===== src/rtl/lsu_pkg.sv =====
// Shared definitions for the load/store unit: access-size encodings and
// the read-modify-write controller state type.
package lsu_pkg;

    localparam logic [1:0] SZ_BYTE = 2'b00;
    localparam logic [1:0] SZ_HALF = 2'b01;
    localparam logic [1:0] SZ_WORD = 2'b10;
    localparam logic [1:0] SZ_RSVD = 2'b11;

    typedef enum logic {
        IDLE     = 1'b0,
        MERGE_WR = 1'b1
    } lsu_state_t;

endpackage


===== src/rtl/load_align.sv =====
// Load lane selection and sign/zero extension. Purely combinational:
// picks the byte (lane[1:0]) or halfword (lane[1]) out of the memory word
// and extends it to the full data width.
module load_align
    import lsu_pkg::*;
#(
    parameter int DATA_WIDTH = 32
) (
    input  logic [DATA_WIDTH-1:0] rd_word,
    input  logic [1:0]            lane,
    input  logic [1:0]            size,
    input  logic                  sign_ext,
    output logic [DATA_WIDTH-1:0] data
);

    logic [7:0]  byte_sel;
    logic [15:0] half_sel;

    // Select the addressed lane and extend it.
    always_comb begin
        byte_sel = rd_word[{lane, 3'b000} +: 8];
        half_sel = rd_word[{lane[1], 4'b0000} +: 16];
        case (size)
            SZ_BYTE: data = {{(DATA_WIDTH-8){sign_ext & byte_sel[7]}}, byte_sel};
            SZ_HALF: data = {{(DATA_WIDTH-16){sign_ext & half_sel[15]}}, half_sel};
            default: data = rd_word;
        endcase
    end

endmodule


===== src/rtl/lsu_rmw.sv =====
// Load/store unit front end for a word-wide memory. Loads and word stores
// complete in one cycle; byte/half stores read the word, merge the new lane
// and write it back in a second (MERGE_WR) cycle, holding off new requests.
// Optional build macro LSU_MISALIGN_CHK_EN: misaligned or reserved-size
// requests are rejected with resp_err instead of being force-aligned.
module lsu_rmw
    import lsu_pkg::*;
#(
    parameter int DATA_WIDTH = 32,
    parameter int ADDR_WIDTH = 32
) (
    input  logic                  clk,
    input  logic                  rst,
    input  logic                  req_valid,
    input  logic                  req_we,
    input  logic [1:0]            req_size,
    input  logic                  req_signed,
    input  logic [ADDR_WIDTH-1:0] req_addr,
    input  logic [DATA_WIDTH-1:0] req_wdata,
    output logic                  req_ready,
    output logic                  resp_valid,
    output logic [DATA_WIDTH-1:0] resp_rdata,
    output logic                  resp_err,
    output logic                  mem_wr_en,
    output logic [ADDR_WIDTH-1:0] mem_addr,
    output logic [DATA_WIDTH-1:0] mem_wr_data,
    input  logic [DATA_WIDTH-1:0] mem_rd_data
);

    lsu_state_t            state_q, state_d;
    logic [ADDR_WIDTH-1:0] merge_addr_q;
    logic [DATA_WIDTH-1:0] merge_data_q;
    logic [DATA_WIDTH-1:0] merged;
    logic [DATA_WIDTH-1:0] load_data;
    logic [ADDR_WIDTH-1:0] word_addr;
    logic [1:0]            size_eff;
    logic                  misalign;
    logic                  accept;
    logic                  sub_store;

`ifdef LSU_MISALIGN_CHK_EN
    assign misalign = ((req_size == SZ_HALF) && req_addr[0])
                    || ((req_size == SZ_WORD) && (req_addr[1:0] != 2'b00))
                    || (req_size == SZ_RSVD);
`else
    assign misalign = 1'b0;
`endif

    // Reserved size behaves as a word; with the check enabled it never
    // reaches memory anyway.
    assign size_eff  = (req_size == SZ_RSVD) ? SZ_WORD : req_size;
    assign word_addr = {2'b00, req_addr[ADDR_WIDTH-1:2]};
    assign accept    = req_valid && (state_q == IDLE);
    assign sub_store = req_we && (size_eff != SZ_WORD) && !misalign;

    load_align #(.DATA_WIDTH(DATA_WIDTH)) u_load_align (
        .rd_word  (mem_rd_data),
        .lane     (req_addr[1:0]),
        .size     (size_eff),
        .sign_ext (req_signed),
        .data     (load_data)
    );

    // Old word with the addressed byte/half lane replaced by store data.
    always_comb begin
        merged = mem_rd_data;
        if (size_eff == SZ_BYTE)
            merged[{req_addr[1:0], 3'b000} +: 8] = req_wdata[7:0];
        else
            merged[{req_addr[1], 4'b0000} +: 16] = req_wdata[15:0];
    end

    // Next state and memory-side outputs; memory bus idles at zero.
    always_comb begin
        state_d     = state_q;
        req_ready   = (state_q == IDLE);
        mem_wr_en   = 1'b0;
        mem_addr    = '0;
        mem_wr_data = '0;
        case (state_q)
            IDLE: begin
                if (req_valid && !misalign) begin
                    mem_addr = word_addr;
                    if (req_we) begin
                        if (size_eff == SZ_WORD) begin
                            mem_wr_en   = 1'b1;
                            mem_wr_data = req_wdata;
                        end else begin
                            state_d = MERGE_WR;
                        end
                    end
                end
            end
            MERGE_WR: begin
                mem_wr_en   = 1'b1;
                mem_addr    = merge_addr_q;
                mem_wr_data = merge_data_q;
                state_d     = IDLE;
            end
            default: state_d = IDLE;
        endcase
    end

    // State, merge buffer and registered response.
    always_ff @(posedge clk or posedge rst) begin
        if (rst) begin
            state_q      <= IDLE;
            merge_addr_q <= '0;
            merge_data_q <= '0;
            resp_valid   <= 1'b0;
            resp_rdata   <= '0;
            resp_err     <= 1'b0;
        end else begin
            state_q <= state_d;
            if (accept && sub_store) begin
                merge_addr_q <= word_addr;
                merge_data_q <= merged;
            end
            resp_valid <= (accept && !sub_store) || (state_q == MERGE_WR);
            resp_rdata <= (accept && !req_we && !misalign) ? load_data : '0;
            resp_err   <= accept && misalign;
        end
    end

endmodule


===== config.mk =====
export PLATFORM = sky130hd
export DESIGN_NAME = lsu_rmw
export DESIGN_NICKNAME = d
export VERILOG_FILES = /design/src/rtl/lsu_pkg.sv /design/src/rtl/load_align.sv /design/src/rtl/lsu_rmw.sv
export SDC_FILE = /design/constraint.sdc
export NUM_CORES = 1
export LEC_CHECK = 0
export ABC_AREA = 1
export CAP_MARGIN = 20
export CELL_PAD_IN_SITES_DETAIL_PLACEMENT = 1
export CELL_PAD_IN_SITES_GLOBAL_PLACEMENT = 1
export CORE_MARGIN = 2
export CORE_UTILIZATION = 33
export CTS_BUF_LIST = sky130_fd_sc_hd__clkbuf_8
export CTS_CLUSTER_DIAMETER = 30
export DETAILED_ROUTE_END_ITERATION = 12
export PLACE_DENSITY = 0.91
export SYNTH_ARGS = -nofsm -noshare
export SYNTH_HDL_FRONTEND = slang
export SYNTH_SLANG_ARGS = --single-unit
export TNS_END_PERCENT = 30

===== constraint.sdc =====
create_clock -name clk -period 3.6 [get_ports clk]
set_input_delay 0.72 -clock clk [delete_from_list [all_inputs] [get_ports clk]]
set_output_delay 0.72 -clock clk [all_outputs]
set_load 0.1 [all_outputs]

==> impl_metrics.json <==
{
  "first_iter_violations": 411,
  "leakagePower_nw": 4.16,
  "wire_per_inst_um": 19.0,
  "fmax_ghz": 0.330,
  "p_sw_w": 0.00141,
  "final-setup-viol-count": 0,
  "nNetsFinal": 1111,
  "dp_cells": 1217,
  "cts.clk_slew.worst_paths_ns": 0.09,
  "wl_met1_um": 9700,
  "ios": 203,
  "grt_pass1_wl_um": 36800,
  "period_minus_slack_ns": 3.03,
  "final_cell_count_no_fill": 1232,
  "cts_made_buffers": 9,
  "slew-limit-headroom": 0.314,
  "grt_pass1_vias": 6868,
  "antenna_found_initial": 1,
  "arrival_ns": 2.31,
  "drc": 0,
  "vias_per_cell": 5.26,
  "synth_top_area_cell": "dfrtp_1",
  "die_area_um2": 18800,
  "crit_required_ns": 2.88,
  "slew_viol_final": 0,
  "power_frac_comb": 0.389,
  "grt_max_degree": 58,
  "p_int_w": 0.00222,
  "die_y_um": 137,
  "max_slew.worst_pin.slew_ns": 1.03,
  "syn2layout_area_growth_pct": 52.2,
  "p_clk_frac": 0.255,
  "globalplace.congestion": 0.871,
  "max_cap_violations": 0,
  "syn_avg_cell_area_um2": 7.03,
  "synth-seq-cells": 96,
  "drive_above_1_share": 0.116,
  "synth.distinct_cells": 29,
  "cts_max_level": 3,
  "antenna_cells": 0,
  "rows": 48,
  "portBuffers": 199,
  "route.met3.wl_um": 1690,
  "p_per_area_nw_per_um2": 408,
  "dr.pass1.iters": 5,
  "hold_violations": 0,
  "finalWirelength_um": 23400,
  "start_util": 0.338,
  "sequentialPowerShare": 0.356,
  "path_class": "input port to primary output",
  "postRouteAntennaNets": 0,
  "synth_warnings": 0,
  "p_sw_frac": 0.388,
  "hp-class": "flip-flop to flip-flop",
  "synthTopCellsByArea": "dfrtp_1 (41%), nand2_1 (16%), o21ai_0 (10%), inv_1 (5.4%), nand3_1 (3.8%)",
  "cp_max_fo": 27,
  "ys_seq_area_frac": 0.411,
  "holdBufCountCts": 0,
  "postCtsResizedCells": 0,
  "worstSetupEndpointType": "primary output",
  "worstSkewPairLatency_ns": 0.38,
  "synth_area_um2": 5840,
  "fp.dieW_um": 137,
  "cts_root_buffer": "clkbuf_8",
  "synth.top_cell.area_share": 0.411,
  "peakVddDrop_uv": 241,
  "fin_skew_ns": 0.00673,
  "dp_hpwl_um": 17600,
  "synthCells": 831,
  "route.vias.total": 6483,
  "grt.total_usage": 0.254,
  "routed.top_layer": "met4",
  "clock_path_buffers": 2,
  "grt_overflow": 0,
  "cts_tree": "done",
  "cts_setup_buffers": 0,
  "cts.sink_count": 96,
  "fin_setup_tns_ns": 0,
  "post-route-period-util": 0.841,
  "wl_met2_um": 11400,
  "rsz0062_at_grt": "no",
  "coreArea_um2": 17300,
  "crit_path_start_kind": "input port",
  "status": "complete, no violations"
}
-- kinds of logic after synthesis --
group | Yosys count | share of synthesized area
adder cells (fa/ha/maj) | 5 | 0.0107
other | 1 | 0.000642
flip-flops | 96 | 0.411
buffers and inverters | 148 | 0.105
AO/OA/AOI/OAI | 204 | 0.205
AND/OR/NAND/NOR | 377 | 0.268
-- cell type report --
| type | instances | area (µm²) |
|---|---|---|
| flip-flops and latches | 96 | 2400 |
| inverters | 91 | 347 |
| repair buffers | 216 | 2760 |
| well taps | 225 | 282 |
| clock buffers | 9 | 124 |
| clock inverters | 6 | 133 |
| multi-input cells | 589 | 2850 |
| fillers | 2077 | 8410 |
-- Yosys cell counts (all sizes together) --
| cell type | instances |
|---|---|
| buf | 21 |
| nand3 | 45 |
| dfrtp | 96 |
| o22ai | 24 |
| o21ai | 125 |
| clkinv | 2 |
| nand4 | 9 |
| a21oi | 9 |
| o211ai | 15 |
| nand2 | 261 |
| conb | 1 |
| nor2 | 55 |
| o21a | 8 |
| clkbuf | 36 |
| nand3b | 7 |
| ha | 5 |
| inv | 89 |
| o221ai | 23 |
-- registers in the layout, indices dropped and copies added (netlist names) --
| name | cells |
|---|---|
| merge_data_q | 32 |
| resp_rdata | 32 |
| merge_addr_q | 30 |
| resp_valid | 1 |
| state_q | 1 |
-- worst paths after layout --
kind                            startpoint          endpoint  slack, ns  depth (start not counted)
min in group asynchronous              rst   merge_addr_q[1]       0.75                          2
max in group asynchronous              rst   merge_addr_q[9]       2.14                          3
min reg2reg                merge_data_q[2]   merge_data_q[2]       0.49                          2
max                              req_valid      mem_addr[10]       0.57                          7
min                        merge_data_q[2]   merge_data_q[2]       0.49                          2
max reg2reg                        state_q  merge_data_q[14]       1.66                          7
-- worst max-delay path, stage by stage --
cell	delay [ns]
clkdlybuf4s50_1	0.53
inv_1	0.09
nor2_4	0.10
buf_4	0.29
nand2_1	0.12
o21ai_0	0.20
buf_12	0.23
-- layout by cell type (no fill, tap or decap), types with 10 or more instances in the layout --
cell type          n
buf_12            64
buf_4             17
clkdlybuf4s50_1  134
dfrtp_1           96
inv_1             83
nand2_1          256
nand3_1           44
nor2_1            51
o211ai_1          15
o21ai_0          112
o21ai_1           10
o221ai_1          23
o22ai_1           24
-- power by group through the flow --
stage	clock (W)	sequential, W	combinational [W]
floorplan	0	0.00141	0.000762
global placement	0	0.00130	0.00137
detailed placement	0	0.00131	0.00141
CTS	0.000958	0.00129	0.00142
global route	0.000995	0.00130	0.00150
finish	0.000924	0.00129	0.00141
-- stage by stage --
stage / worst slack [ns] / total power (W) / instance area, µm² / hold slack (ns) / util
floorplan: -0.459 / 0.00217 / 5860 / 0.449 / -
global placement: 0.599 / 0.00267 / 8630 / 0.465 / 0.499
detailed placement: 0.544 / 0.00272 / 8630 / 0.466 / 0.499
CTS: 0.538 / 0.00367 / 8890 / 0.491 / 0.514
global route: 0.468 / 0.00380 / 8890 / 0.517 / 0.514
finish: 0.573 / 0.00362 / 8890 / 0.486 / 0.514
-- metal layers --
layer  vias up  GRT usage
met1      3128      0.310
met3        41     0.0559
li1       3069          -
met2       245      0.439
met5         -          0
met4         0     0.0899
Note: power is estimated with default switching activity, not from simulation.
